$ cat src/rtl/mips_ctrl_pkg.sv
// rtl/mips_ctrl_pkg.sv - shared encodings for the multi-cycle MIPS control unit
package mips_ctrl_pkg;

    typedef enum logic [2:0] {
        S_FETCH  = 3'd0,
        S_DECODE = 3'd1,
        S_EXEC   = 3'd2,
        S_MEM    = 3'd3,
        S_WB     = 3'd4,
        S_TRAP   = 3'd7
    } state_t;

    typedef enum logic [2:0] {
        R_ALU, I_ALU, LOAD, STORE, BRANCH, JUMP, JR, ILLEGAL
    } instr_class_t;

    localparam logic [5:0] OP_RTYPE = 6'h00;
    localparam logic [5:0] OP_J     = 6'h02;
    localparam logic [5:0] OP_BEQ   = 6'h04;
    localparam logic [5:0] OP_BNE   = 6'h05;
    localparam logic [5:0] OP_ADDI  = 6'h08;
    localparam logic [5:0] OP_SLTI  = 6'h0A;
    localparam logic [5:0] OP_ANDI  = 6'h0C;
    localparam logic [5:0] OP_ORI   = 6'h0D;
    localparam logic [5:0] OP_LW    = 6'h23;
    localparam logic [5:0] OP_SW    = 6'h2B;

    localparam logic [5:0] FN_JR    = 6'h08;
    localparam logic [5:0] FN_ADD   = 6'h20;
    localparam logic [5:0] FN_SUB   = 6'h22;
    localparam logic [5:0] FN_SUBU  = 6'h23;
    localparam logic [5:0] FN_AND   = 6'h24;
    localparam logic [5:0] FN_OR    = 6'h25;
    localparam logic [5:0] FN_NOR   = 6'h27;
    localparam logic [5:0] FN_SLT   = 6'h2A;

    localparam logic [3:0] ALU_NONE    = 4'd0;
    localparam logic [3:0] ALU_ADD     = 4'd1;
    localparam logic [3:0] ALU_AND     = 4'd2;
    localparam logic [3:0] ALU_NOR     = 4'd3;
    localparam logic [3:0] ALU_OR      = 4'd4;
    localparam logic [3:0] ALU_SLT     = 4'd5;
    localparam logic [3:0] ALU_SUB_CMP = 4'd6;
    localparam logic [3:0] ALU_SUB     = 4'd7;
    localparam logic [3:0] ALU_SUBU    = 4'd8;

    localparam logic [1:0] PC_PLUS4  = 2'd0;
    localparam logic [1:0] PC_BRANCH = 2'd1;
    localparam logic [1:0] PC_JUMP   = 2'd2;
    localparam logic [1:0] PC_RS     = 2'd3;

    localparam logic [1:0] CAUSE_NONE    = 2'd0;
    localparam logic [1:0] CAUSE_ILLEGAL = 2'd1;
    localparam logic [1:0] CAUSE_IMEM    = 2'd2;
    localparam logic [1:0] CAUSE_DMEM    = 2'd3;

endpackage

$ cat src/rtl/mips_instr_decoder.sv
// rtl/mips_instr_decoder.sv - opcode/funct to instruction class and datapath controls
module mips_instr_decoder
    import mips_ctrl_pkg::*;
(
    input  logic [5:0]   opcode,
    input  logic [5:0]   funct,
    output instr_class_t iclass,
    output logic [3:0]   alu_op,
    output logic         alu_src,
    output logic         reg_dst,
    output logic         is_bne
);

    // Pure lookup; unknown encodings fall through to ILLEGAL
    always_comb begin
        iclass  = ILLEGAL;
        alu_op  = ALU_NONE;
        alu_src = 1'b0;
        reg_dst = 1'b0;
        is_bne  = 1'b0;
        case (opcode)
            OP_RTYPE: begin
                reg_dst = 1'b1;
                iclass  = R_ALU;
                case (funct)
                    FN_ADD:  alu_op = ALU_ADD;
                    FN_SUB:  alu_op = ALU_SUB;
                    FN_SUBU: alu_op = ALU_SUBU;
                    FN_AND:  alu_op = ALU_AND;
                    FN_OR:   alu_op = ALU_OR;
                    FN_NOR:  alu_op = ALU_NOR;
                    FN_SLT:  alu_op = ALU_SLT;
                    FN_JR:   iclass = JR;
                    default: iclass = ILLEGAL;
                endcase
            end
            OP_J:    iclass = JUMP;
            OP_BEQ:  begin iclass = BRANCH; alu_op = ALU_SUB_CMP; end
            OP_BNE:  begin iclass = BRANCH; alu_op = ALU_SUB_CMP; is_bne = 1'b1; end
            OP_ADDI: begin iclass = I_ALU; alu_op = ALU_ADD; alu_src = 1'b1; end
            OP_SLTI: begin iclass = I_ALU; alu_op = ALU_SLT; alu_src = 1'b1; end
            OP_ANDI: begin iclass = I_ALU; alu_op = ALU_AND; alu_src = 1'b1; end
            OP_ORI:  begin iclass = I_ALU; alu_op = ALU_OR;  alu_src = 1'b1; end
            OP_LW:   begin iclass = LOAD;  alu_op = ALU_ADD; alu_src = 1'b1; end
            OP_SW:   begin iclass = STORE; alu_op = ALU_ADD; alu_src = 1'b1; end
            default: iclass = ILLEGAL;
        endcase
    end

endmodule

$ cat src/rtl/mips_multicycle_control.sv
// rtl/mips_multicycle_control.sv - multi-cycle FSM control with memory handshakes and trap
module mips_multicycle_control
    import mips_ctrl_pkg::*;
#(
    parameter int ALU_OP_W = 4,
    parameter int WAIT_MAX = 16,
    parameter int WAIT_W   = 5
) (
    input  logic                clk,
    input  logic                reset,
    input  logic [5:0]          opcode,
    input  logic [5:0]          funct,
    input  logic                alu_zero,
    output logic                imem_req,
    input  logic                imem_ack,
    output logic                dmem_req,
    output logic                dmem_we,
    input  logic                dmem_ack,
    output logic                ir_load,
    output logic                pc_write,
    output logic [1:0]          pc_src,
    output logic                reg_write,
    output logic                reg_dst,
    output logic                alu_src,
    output logic                mem_to_reg,
    output logic [ALU_OP_W-1:0] alu_op,
    output logic                trap,
    output logic [1:0]          trap_cause,
    output logic [2:0]          state
);

    localparam logic [WAIT_W-1:0] WAIT_LAST = (WAIT_MAX == 0) ? '0 : WAIT_W'(WAIT_MAX - 1);

    state_t            state_q, state_d;
    logic [1:0]        cause_q, cause_d;
    logic [WAIT_W-1:0] wait_cnt;
    logic              timeout;

    instr_class_t      dec_class;
    logic [3:0]        dec_alu_op;
    logic              dec_alu_src, dec_reg_dst, dec_is_bne;

    mips_instr_decoder u_decoder (
        .opcode  (opcode),
        .funct   (funct),
        .iclass  (dec_class),
        .alu_op  (dec_alu_op),
        .alu_src (dec_alu_src),
        .reg_dst (dec_reg_dst),
        .is_bne  (dec_is_bne)
    );

    // Last permitted wait cycle; a zero WAIT_MAX disables the check entirely
    assign timeout = (WAIT_MAX != 0) && (wait_cnt == WAIT_LAST);

    // State, sticky cause and wait counter; counter restarts on every state change
    always_ff @(posedge clk) begin
        if (reset) begin
            state_q  <= S_FETCH;
            cause_q  <= CAUSE_NONE;
            wait_cnt <= '0;
        end else begin
            state_q <= state_d;
            cause_q <= cause_d;
            if (state_d != state_q)
                wait_cnt <= '0;
            else if (imem_req || dmem_req)
                wait_cnt <= wait_cnt + 1'b1;
        end
    end

    // Next-state and output decode; reset forces every output low in the same cycle
    always_comb begin
        state_d    = state_q;
        cause_d    = cause_q;
        imem_req   = 1'b0;
        dmem_req   = 1'b0;
        dmem_we    = 1'b0;
        ir_load    = 1'b0;
        pc_write   = 1'b0;
        pc_src     = PC_PLUS4;
        reg_write  = 1'b0;
        reg_dst    = 1'b0;
        alu_src    = 1'b0;
        mem_to_reg = 1'b0;
        alu_op     = '0;
        trap       = 1'b0;
        trap_cause = CAUSE_NONE;
        state      = reset ? 3'd0 : state_q;
        if (reset) begin
            state_d = S_FETCH;
        end else begin
            case (state_q)
                S_FETCH: begin
                    imem_req = 1'b1;
                    if (imem_ack) begin
                        ir_load  = 1'b1;
                        pc_write = 1'b1;
                        pc_src   = PC_PLUS4;
                        state_d  = S_DECODE;
                    end else if (timeout) begin
                        state_d = S_TRAP;
                        cause_d = CAUSE_IMEM;
                    end
                end
                S_DECODE: begin
                    if (dec_class == ILLEGAL) begin
                        state_d = S_TRAP;
                        cause_d = CAUSE_ILLEGAL;
                    end else begin
                        state_d = S_EXEC;
                    end
                end
                S_EXEC: begin
                    alu_op  = ALU_OP_W'(dec_alu_op);
                    alu_src = dec_alu_src;
                    case (dec_class)
                        JUMP:        begin pc_write = 1'b1; pc_src = PC_JUMP; state_d = S_FETCH; end
                        JR:          begin pc_write = 1'b1; pc_src = PC_RS;   state_d = S_FETCH; end
                        BRANCH: begin
                            pc_src   = PC_BRANCH;
                            pc_write = dec_is_bne ? !alu_zero : alu_zero;
                            state_d  = S_FETCH;
                        end
                        LOAD, STORE: state_d = S_MEM;
                        default:     state_d = S_WB;
                    endcase
                end
                S_MEM: begin
                    dmem_req = 1'b1;
                    dmem_we  = (dec_class == STORE);
                    alu_op   = ALU_OP_W'(ALU_ADD);
                    alu_src  = 1'b1;
                    if (dmem_ack) begin
                        state_d = (dec_class == STORE) ? S_FETCH : S_WB;
                    end else if (timeout) begin
                        state_d = S_TRAP;
                        cause_d = CAUSE_DMEM;
                    end
                end
                S_WB: begin
                    reg_write  = 1'b1;
                    reg_dst    = dec_reg_dst;
                    mem_to_reg = (dec_class == LOAD);
                    alu_op     = ALU_OP_W'(dec_alu_op);
                    alu_src    = dec_alu_src;
                    state_d    = S_FETCH;
                end
                S_TRAP: begin
                    trap       = 1'b1;
                    trap_cause = cause_q;
                end
                default: state_d = S_FETCH;
            endcase
        end
    end

endmodule
$ cat config.mk
export PLATFORM = sky130hd
export DESIGN_NAME = mips_multicycle_control
export DESIGN_NICKNAME = d
export VERILOG_FILES = /design/src/rtl/mips_ctrl_pkg.sv /design/src/rtl/mips_instr_decoder.sv /design/src/rtl/mips_multicycle_control.sv
export SDC_FILE = /design/constraint.sdc
export NUM_CORES = 1
export LEC_CHECK = 0
export ABC_AREA = 1
export BUFFER_PORTS_ARGS = -buffer_cell sky130_fd_sc_hd__buf_2
export CORE_MARGIN = 3
export CORE_UTILIZATION = 30
export DETAILED_ROUTE_END_ITERATION = 6
export SLEW_MARGIN = 40
export SYNTH_ARGS = -nofsm -noshare
export SYNTH_HDL_FRONTEND = slang
export SYNTH_SLANG_ARGS = --single-unit
$ cat constraint.sdc
create_clock -name clk -period 2.7 [get_ports clk]
set_input_delay 0.81 -clock clk [delete_from_list [all_inputs] [get_ports clk]]
set_output_delay 0.81 -clock clk [all_outputs]
set_load 0.02 [all_outputs]
==> key figures <==
Final layout
  • Area grow syn2layout: 62.4%
  • Multi-input logic area: 1040 um2
  • # fillers: 378
  • Final antenna diode count: 0
  • FF+latch area: 200 um2
  • Non-filler cells, final: 342
  • Util after Layout: 52.7%
  • Total Nets Final: 314
  • Share of cells above drive strength 1: 44.2%

Timing
  • Max-slew violations: 0
  • Slew headroom: 67.9%
  • RSZ-0062 raised after global routing: yes
  • Endpoints failing setup: 7
  • Worst Tran Pin Value: 0.482 ns
  • Worst setup margin: -0.243 ns
  • Setup TNS: -1.03 ns
  • Period minus WS final: 2.94 ns
  • Final Hold Viols: 0
  • Final Skew: 0.000530 ns
  • FMAX: 0.340 GHz
  • Fin crit share: 109%

Placed design
  • DP HPWL: 2.94 mm
  • Routability cong.: 0.830
  • Port Buffers: 37
  • Placed Cells: 334

Clocking
  • CTS root buf: clkbuf_8
  • Clock slew at reported path FFs: 0.05 ns
  • Worst-Skew Late Latency: 0.24 ns
  • CTS H-tree depth: 1
  • Clock Path Buffers: 2
  • Num Clock Sinks: 10
  • CTS tree: yes
  • TritonCTS Buffers: 3

Floorplan
  • Die area: 4910 um2
  • Die width: 70.1 um
  • Initial Util: 32.4%
  • FP Rows: 22
  • Area of the core: 3800 um2
  • Die H: 70.1 um
  • Ports: 38

Critical path
  • CP max FO: 7
  • WS Path Type: input pin to output pin
  • WP data arrival: 2.13 ns
  • Required time worst endpoint: 1.89 ns
  • Critical Path End Type: output pin
  • CP startpoint kind: input pin

Detailed routing
  • Detailed Route WL: 3.79 mm
  • Routed WL per cell: 11.1 um
  • Via density: 4.56
  • DR iter-0 viols: 59
  • TritonRoute pass-1 iters: 4
  • DR vias: 1561
  • DRC viols: 0
  • Routed Antenna Nets: 0

Hold path
  • Worst Hold Class: register to register

Global route
  • Initial antenna violation count: 0
  • Met1 Use GR: 19.6%
  • Grt met2 use: 26.2%
  • First-pass GRT wire length: 6.29 mm
  • GRT Resource Usage Total: 15.3%
  • Gr busiest metal: met2
  • Largest net degree at the start of global routing: 15
  • GR Util met3: 3.45%
  • Remaining Overflow, GRT: 0
  • Vias in the first global route: 1503

Synth
  • Compound-Gate Fraction of Synth Area: 8.43%
  • Adder-Cell Fraction of Synth Area: 2.03%
  • Xor and xnor area share after synthesis: 2.84%
  • Syn avg cell area: 5.41 um2
  • Multiplexer share of the synthesized area: 0.812%
  • Synthesized Nets: 247
  • Largest family of logic cells by synthesized area: simple AND/OR/NAND/NOR gates
  • Syn Std Cell Area: 1230 um2
  • Register area share after synthesis: 16.2%
  • Fraction of the mapped netlist area in simple logic gates: 55.3%
  • Distinct cells, synth: 24
  • Synth warnings: 0
  • Yosys reg bits: 10
  • Cell count after synthesis: 228

Outcome
  • Status: finished with violations
  • Failing checks: negative setup slack

Power
  • VDD IR max: 0.000283 V
  • Power Density: 414 nW/um2
  • Lkg Pwr: 0.00100 uW

Run
  • MaxCap Viol Count: 0
==> cell usage after synthesis <==
cell       n  area (um2)
a211oi_1   1        7.51
a21oi_1   11        55.1
a31oi_1    1        6.26
clkbuf_1   2        7.51
dfxtp_1   10         200
ha_1       2        25.0
inv_1     45         169
mux2i_1    1        10.0
nand2_1   50         188
nand2_2    1        6.26
nand2_4    1        11.3
nand3_1   19        95.1
nand3_2    5        50.1
nand3_4    1        17.5
nand4_1    2        12.5
nand4_2    1        12.5
nor2_1    48         180
nor2_2     4        25.0
nor2_4     3        33.8
nor3_1     5        25.0
nor4_1     4        25.0
o21ai_0    7        35.0
xnor2_1    2        17.5
xor2_1     2        17.5
==> where the power goes <==
part	internal (uW)	leakage, uW	total (uW)	switching, uW
logic	164	0.000893	433	269
clock network	129	0.0000288	192	63.2
registers	177	0.0000815	203	26.0
==> metrics by stage <==
step / power [uW] / cell area (um2) / setup WS, ns / hold slack, ns
floorplan: 484 / 1290 / -0.0571 / 0.439
global placement: 604 / 1700 / -0.288 / 0.455
CTS: 826 / 1950 / -0.257 / 0.467
detailed placement: 603 / 1700 / -0.328 / 0.458
global route: 896 / 2000 / -0.395 / 0.504
finish: 828 / 2000 / -0.243 / 0.471
==> state kept, by name, summed over array words and instances (netlist names) <==
| signal | count |
|---|---|
| cause_q | 2 |
| wait_cnt | 5 |
| state_q | 3 |
==> worst max-delay path, stage by stage <==
cell and delay (ns):
buf_8 0.10, nor2_4 0.13, buf_12 0.14, nand3_4 0.11, nor2_4 0.14, nand3_2 0.10, nand3_4 0.08, inv_2 0.03
nand3_2 0.06, nand2_2 0.06, o21ai_2 0.14, a21oi_2 0.06, buf_4 0.15
==> per-layer routing <==
layer	up-vias	routed length, um
met5	-	0
met4	0	29
met3	2	169
met2	31	1870
met1	684	1730
li1	844	-
==> final timing paths <==
kind / startpoint / end / slack (ns) / depth (start not counted)
worst max-delay path: opcode[5] / pc_write / -0.24 / 13
worst min-delay path: cause_q[1]$_SDFFE_PP0P_ / cause_q[1]$_SDFFE_PP0P_ / 0.47 / 2
worst max register to register: wait_cnt[0]$_SDFFE_PP0P_ / wait_cnt[1]$_SDFFE_PP0P_ / 0.68 / 15
worst min register to register: cause_q[1]$_SDFFE_PP0P_ / cause_q[1]$_SDFFE_PP0P_ / 0.47 / 2
==> placed cells by master, fill, tap and decap left out, types with 2 or more instances in the layout <==
cell and n:
nand2_1 40, inv_1 37, nor2_1 34, buf_4 27, buf_2 25, nand3_1 13
nor2_2 12, nand2_2 11, dfxtp_1 10, nor2_4 9, nand3_2 9, buf_6 9
inv_2 8, a21oi_1 7, o21ai_0 4, nor4_1 4, clkbuf_8 4, nand3_4 3
a21oi_2 3, nor3_1 3, nor3_2 2, nand4_1 2, xor2_1 2, xnor2_1 2
ha_1 2, buf_8 2
==> layout make-up <==
class / instances / share of cell area, %
Clock buffer: 4 / 2.75
Multi-Input combinational cell: 171 / 51.9
Inverter: 45 / 8.44
Timing Repair Buffer: 64 / 23.9
Sequential cell: 10 / 10.0
Tap cell: 48 / 3.00
==> logic make-up (layout without fill, tap and decap cells) <==
family | Yosys count | after routing
buffers and inverters | 47 | 113
flip-flops | 10 | 10
multiplexers | 1 | 1
adder cells (fa/ha/maj) | 2 | 2
XOR/XNOR | 4 | 4
AND/OR/NAND/NOR | 144 | 144
AO/OA/AOI/OAI | 20 | 20
==> what timing repair did <==
action | 4_1_cts | 5_1_grt
buffers inserted | 4 | 1
pin swaps | 18 | 9
gates resized for setup | 44 | 17
hold buffers | 0 | 0
setup endpoints to repair | 10 | 10
cloned | 0 | 0
Note: power is estimated with default switching activity, not from simulation.
